## config.mk

```make
export PLATFORM = sky130hd
export DESIGN_NAME = hazard_bypass_unit
export DESIGN_NICKNAME = d
export VERILOG_FILES = /design/src/rtl/hazard_bypass_unit.sv
export SDC_FILE = /design/constraint.sdc
export NUM_CORES = 1
export LEC_CHECK = 0
export ABC_AREA = 1
export CORE_AREA = 2 2 117 119
export CTS_CLUSTER_DIAMETER = 200
export CTS_CLUSTER_SIZE = 28
export DETAILED_ROUTE_END_ITERATION = 6
export DIE_AREA = 0 0 119 121
export PLACE_DENSITY = 0.78
export SLEW_MARGIN = 5
export SYNTH_ARGS = -nofsm -noshare
export SYNTH_HDL_FRONTEND = slang
export SYNTH_SLANG_ARGS = --single-unit
```

## constraint.sdc

```tcl
create_clock -name clk -period 4 [get_ports clk]
set_input_delay 0.8 -clock clk [delete_from_list [all_inputs] [get_ports clk]]
set_output_delay 0.8 -clock clk [all_outputs]
set_load 0.005 [all_outputs]
```

## src/rtl/hazard_bypass_unit.sv

```systemverilog
// Decode-stage hazard unit: tracks EX/MEM/WB destination tags, selects bypass sources
// for both operands, raises the load-use stall and drives the register-file write port.
module hazard_bypass_unit #(
    parameter int DW = 32,
    parameter int AW = 5,
    parameter int CW = 16
) (
    input  logic          clk,
    input  logic          rst,
    input  logic          id_valid,
    input  logic [AW-1:0] id_rs,
    input  logic [AW-1:0] id_rt,
    input  logic          id_use_rs,
    input  logic          id_use_rt,
    input  logic [AW-1:0] id_wn,
    input  logic          id_we,
    input  logic          id_m2reg,
    input  logic          flush,
    input  logic [DW-1:0] qa,
    input  logic [DW-1:0] qb,
    input  logic [DW-1:0] ex_res,
    input  logic [DW-1:0] mem_res,
    input  logic [DW-1:0] mem_mdata,
    input  logic [DW-1:0] wb_d,
    output logic [DW-1:0] opa,
    output logic [DW-1:0] opb,
    output logic [1:0]    fwda,
    output logic [1:0]    fwdb,
    output logic          stall,
    output logic [AW-1:0] rf_wn,
    output logic          rf_we,
    output logic [CW-1:0] stall_cnt
);

    typedef struct packed {
        logic          we;
        logic [AW-1:0] wn;
        logic          m2reg;
    } tag_t;

    localparam tag_t BUBBLE = '0;

    tag_t          ex_tag_q, ex_tag_d;
    tag_t          mem_tag_q, mem_tag_d;
    tag_t          wb_tag_q, wb_tag_d;
    logic [CW-1:0] stall_cnt_q, stall_cnt_d;
    logic          stall_int;

    function automatic logic tag_hit(input tag_t t, input logic [AW-1:0] r);
        return t.we && (t.wn == r) && (r != '0);
    endfunction

    // Youngest producer wins; WB is still needed because the RF write lands at the edge.
    function automatic logic [1:0] fwd_sel(input tag_t ex, input tag_t mem, input tag_t wb,
                                           input logic [AW-1:0] r);
        if (tag_hit(ex, r))       return 2'b01;
        else if (tag_hit(mem, r)) return 2'b10;
        else if (tag_hit(wb, r))  return 2'b11;
        else                      return 2'b00;
    endfunction

    always_comb begin
        fwda = fwd_sel(ex_tag_q, mem_tag_q, wb_tag_q, id_rs);
        fwdb = fwd_sel(ex_tag_q, mem_tag_q, wb_tag_q, id_rt);

        case (fwda)
            2'b01:   opa = ex_res;
            2'b10:   opa = mem_tag_q.m2reg ? mem_mdata : mem_res;
            2'b11:   opa = wb_d;
            default: opa = qa;
        endcase

        case (fwdb)
            2'b01:   opb = ex_res;
            2'b10:   opb = mem_tag_q.m2reg ? mem_mdata : mem_res;
            2'b11:   opb = wb_d;
            default: opb = qb;
        endcase
    end

    always_comb begin
        stall_int = id_valid && !flush && ex_tag_q.we && ex_tag_q.m2reg &&
                    (ex_tag_q.wn != '0) &&
                    ((id_use_rs && (id_rs == ex_tag_q.wn)) ||
                     (id_use_rt && (id_rt == ex_tag_q.wn)));
    end

    // Tags always advance; a stall or flush simply injects a bubble into EX.
    always_comb begin
        wb_tag_d  = mem_tag_q;
        mem_tag_d = ex_tag_q;
        ex_tag_d  = BUBBLE;
        if (id_valid && !stall_int && !flush) begin
            ex_tag_d.we    = id_we;
            ex_tag_d.wn    = id_wn;
            ex_tag_d.m2reg = id_m2reg;
        end

        stall_cnt_d = stall_cnt_q;
        if (stall_int && (stall_cnt_q != '1)) begin
            stall_cnt_d = stall_cnt_q + CW'(1);
        end
    end

    always_ff @(posedge clk) begin
        if (rst) begin
            ex_tag_q    <= BUBBLE;
            mem_tag_q   <= BUBBLE;
            wb_tag_q    <= BUBBLE;
            stall_cnt_q <= '0;
        end else begin
            ex_tag_q    <= ex_tag_d;
            mem_tag_q   <= mem_tag_d;
            wb_tag_q    <= wb_tag_d;
            stall_cnt_q <= stall_cnt_d;
        end
    end

    assign stall     = stall_int;
    assign rf_we     = wb_tag_q.we && (wb_tag_q.wn != '0);
    assign rf_wn     = wb_tag_q.wn;
    assign stall_cnt = stall_cnt_q;

endmodule
```

---- Word-level counts from Yosys, hierarchy flattened ----
Cells that the tools add are included.
operators by class
  equal/unequal tests ..................... 15
  multiplexer cells ....................... 9
  reductions and logical operators ........ 31
  add/subtract/negate cells ............... 1
  bitwise operators ....................... 1
operator list
  kind                     number
  $pmux W32 S3             2
  $eq A5 B5 Y1             8
  $mux W32                 1
  $logic_and A1 B1 Y1      23
  $reduce_bool A5 Y1       4
  $add A16 B1 Y16 const B  1
  $ne A16 B16 Y1 const B   1
  $mux W2                  6
  $eq A2 B2 Y1 const B     4
  $eq A2 B1 Y1 const B     2
  $logic_not A1 Y1         2
  $reduce_or A2 Y1         1
  $logic_or A1 B1 Y1       1
  $not A1 Y1               1
word-level totals
  output and inout port bits .............. 91
  input bits .............................. 215
  flip-flop bits (word level) ............. 36
  word-level logic and storage cells ...... 66

---- Depth between registers and ports, before layout ----
  depth in word-level cells ............... 11
  mapped depth ............................ 11
  gate-level depth less buffers ........... 10

---- Least setup slack after synthesis ----
Ideal clock, no wire load.
  path type ............................... input-to-output
  start ................................... input id_rt[0]
  end ..................................... output opb[1]
  stages on the path ...................... 9
  data arrival time ....................... 1.774 ns
  path slack .............................. 1.426 ns
  path through ............................ xor2_1 > nor2_1 > nand2_1 > nor2_1 > inv_2 > nor2_2 > buf_2 > nand3_1 > nand4_1
between the ends
  longest elaborated chain between the ends .. 8
ends and longest elaborated chain
  element                                       RTL line  RTL
  start: declaration                            12        input logic [AW-1:0] id_rt,
  $eq A5 B5 Y1                                  50        return t.we && (t.wn == r) && (r != '0);
  $logic_and A1 B1 Y1 (2 in a row)              50
  $mux W2                                       58        else if (tag_hit(wb, r)) return 2'b11;
  $mux W2                                       57        else if (tag_hit(mem, r)) return 2'b10;
  $mux W2 (*)                                   56        if (tag_hit(ex, r)) return 2'b01;
  $eq A2 B2 Y1 or $eq A2 B1 Y1 (tied branches)  73        case (fwdb)
  $pmux W32 S3 (*)                              73
  end: declaration                              26        output logic [DW-1:0] opb,
Mark *: on every way between the ends. The rest lies on a longest branch, timed or not.

---- Final worst setup path ----
  start ................................... input id_rt[1]
  end ..................................... output opb[16]
Same word-level chain as after synthesis.

==> results.tsv <==
metric	value	unit
outcome	finished, final reports clean	
hp-start	ex_tag_q[0]$_SDFF_PP0_	
dieWidth	119	um
synth_edf_count	0	
layout.cells.non_filler	1212	
gr-total-overflow	0	
reg2reg_from	stall_cnt[0]$_SDFFE_PP0P_	
dp_hpwl	18800	um
power.net_switching	299	uW
drt_iter0_markers	942	
pwr-share-clk	32.9	%
critPathArrivalTime	3.06	ns
layout.nets	1244	
rsz0062_at_grt	no	
p_leak	0.00306	uW
synth_area_leader_cell	nand3_1	
antenna_found_initial	15	
grt_pass1_vias	6052	
reg2reg_depth	7	
final_hold_viol_count	0	
finalCriticalPeriod	3.86	ns
worstPathMaxFanout	19	
ys_types	31	
swShare	24.5	%
drcViolationCount	0	
coreArea	0.0131	mm^2
clkSlewWorstSetupHoldPaths	0.05	ns
vias	6659	
viasPerCell	5.49	
fmax	259	MHz
reg2reg_slack	1.86	ns
min_path_type	register to register	
seqCellArea	722	um^2
intPower	921	uW
synth_seq_cells	36	
cts_root_buf	clkbuf_16	
critical_path_class	primary input to output pin	
cts_buffers	5	
syn_nets	967	
area_growth	75.0	%
num_rows	42	
whs_path_depth	2	
grt_usage	30.8	%
gp_congestion	1.02	
ys.flop_type	dfxtp_1	
synthArstFlopShare	0	%
place_inst	1196	
synth_area_leaders	nand3_1, dfxtp_1, nand2_1, nand4_1, mux2_2	
rr_endpoint	stall_cnt[6]$_SDFFE_PP0P_	
grt_max_degree	60	
syn_inst	751	
period_share	96.4	%
drive_above_1_share	11.2	%
postCtsHoldBufs	0	
tightest_slew	0.822	ns
grt_pass1_wl	34900	um
avgSynthCellArea	6.13	um^2
pwr-share-comb	36.9	%
final.setup.tns	0	ns
initial_utilization	35.2	%
worst_slew_margin_rel	45.2	%
routedWlPerCell	19.4	um
die_y	121	um
finalSetupViolations	0	
fin_skew	0.00339	ns
yosys.area.top_type_share	20.3	%
hold-path-endpoint	mem_tag_q[0]$_SDFF_PP0_	
drv_slew	0	
cts_sinks	36	
end_kind	output pin	
ant_nets	0	
cts_max_level	2	
cts_buffer_depth	2	
maxCapViolCount	0	
power_density	151	mW/mm^2
crit_path_start_kind	primary input	
yosysMostFrequentCell	nand3_1	
insertion_delay	0.27	ns
fin_hold_ws	0.413	ns
multi_input_area	0.00336	mm^2
cts_tree	yes	
dieArea	0.0144	mm^2
portBuffers	305	
n_fill_cell	1210	
wl	23500	um
ys_seq_area_share	15.7	%
synth_common_cells	nand3_1, nand2_1, nand4_1	
ir_drop	0.253	mV
seqPwrFrac	30.2	%
pin_count	306	
syn_area	0.00460	mm^2
yosys_warnings	0	
critPathRequiredTime	3.20	ns
first_pass_iters	5	
[critical path, stage by stage]
cell and delay (ns):
clkdlybuf4s50_1 0.56, inv_1 0.10, nand2_1 0.07, nand2_1 0.04, nor2_1 0.11, and3_1 0.24
nand2_4 0.10, inv_4 0.14, buf_12 0.18, nand2_1 0.06, nand4_1 0.09, clkdlybuf4s50_1 0.56
[stage by stage]
step	worst slack, ns	area (um^2)	power [uW]	util [%]
after global placement	0.0295	7840	821	59.9
after global routing	0.00126	8040	1270	61.5
final	0.143	8060	1220	61.6
after floorplan	1.43	4600	486	-
after detailed placement	0.0476	7840	821	59.9
after CTS	0.0310	7990	1220	61.1
[cell families after synthesis]
kind of cell / count (synthesis) / synth area share [%]
buffers and inverters: 113 / 11.9
AND/OR/NAND/NOR: 523 / 57.6
flip-flops: 36 / 15.7
adder cells (fa/ha/maj): 1 / 0.272
AO/OA/AOI/OAI: 25 / 2.80
multiplexers: 32 / 7.83
XOR/XNOR: 21 / 4.00
[flip-flops by register name, indices dropped and copies added (netlist names)]
signal     count
mem_tag_q      7
ex_tag_q       7
rf_wn          5
stall_cnt     16
wb_tag_q       1
[per-layer routing]
metal	vias up	GRT usage, %	share of wire, %
li1	3183	-	-
met1	2961	41.1	40
met2	430	46.6	44
met3	67	12.0	13
met4	18	7.81	2.9
met5	-	0	0.47
[what timing repair did]
item	CTS	global route
setup endpoints to repair	0	65
setup buffers	0	1
gates resized for setup	0	13
[worst max path at each step]
stage / startpoint / end / slack [ns] / cells past startpoint
5_1_grt: id_rs[4] / opa[27] / 0.001 / 10
6_report: id_rt[1] / opb[16] / 0.14 / 12
3_5_place_dp: id_rs[3] / opa[2] / 0.05 / 11
4_1_cts: id_rs[3] / opa[2] / 0.03 / 11
3_3_place_gp: id_rs[3] / opa[2] / 0.03 / 11
2_1_floorplan: id_rt[0] / opb[1] / 1.43 / 9
[layout make-up]
class | instances | share of cell area (%)
repair buffers | 330 | 42.0
multi-input cells | 602 | 41.7
flip-flops and latches | 36 | 8.96
well taps | 176 | 2.73
inverters | 53 | 2.50
clock buffers | 7 | 1.89
diodes | 8 | 0.249
[power groups by stage]
stage               Combinational [uW]  Clock, uW  Sequential [uW]
finish                             450        402              368
CTS                                448        407              368
global placement                   445          0              376
floorplan                          113          0              373
detailed placement                 445          0              376
global route                       477        424              369
[placed cells by master, fill, tap and decap left out, types with 2 or more instances in the layout]
cell type	count
xnor2_1	9
o21ai_1	3
buf_6	4
nand3_2	22
nand4_2	2
clkdlybuf4s50_1	299
dfxtp_1	35
nand2_1	148
clkbuf_8	2
nand3_1	187
dlymetal6s2s_1	6
buf_4	12
inv_2	9
xor2_1	12
nand4_1	87
mux2_2	32
buf_12	9
nor2_2	5
nor3_2	2
clkbuf_16	5
nor2_1	59
o21ai_0	7
diode_2	8
a21oi_1	14
nor2_4	5
inv_1	42
(Power assumes the default switching activity.)
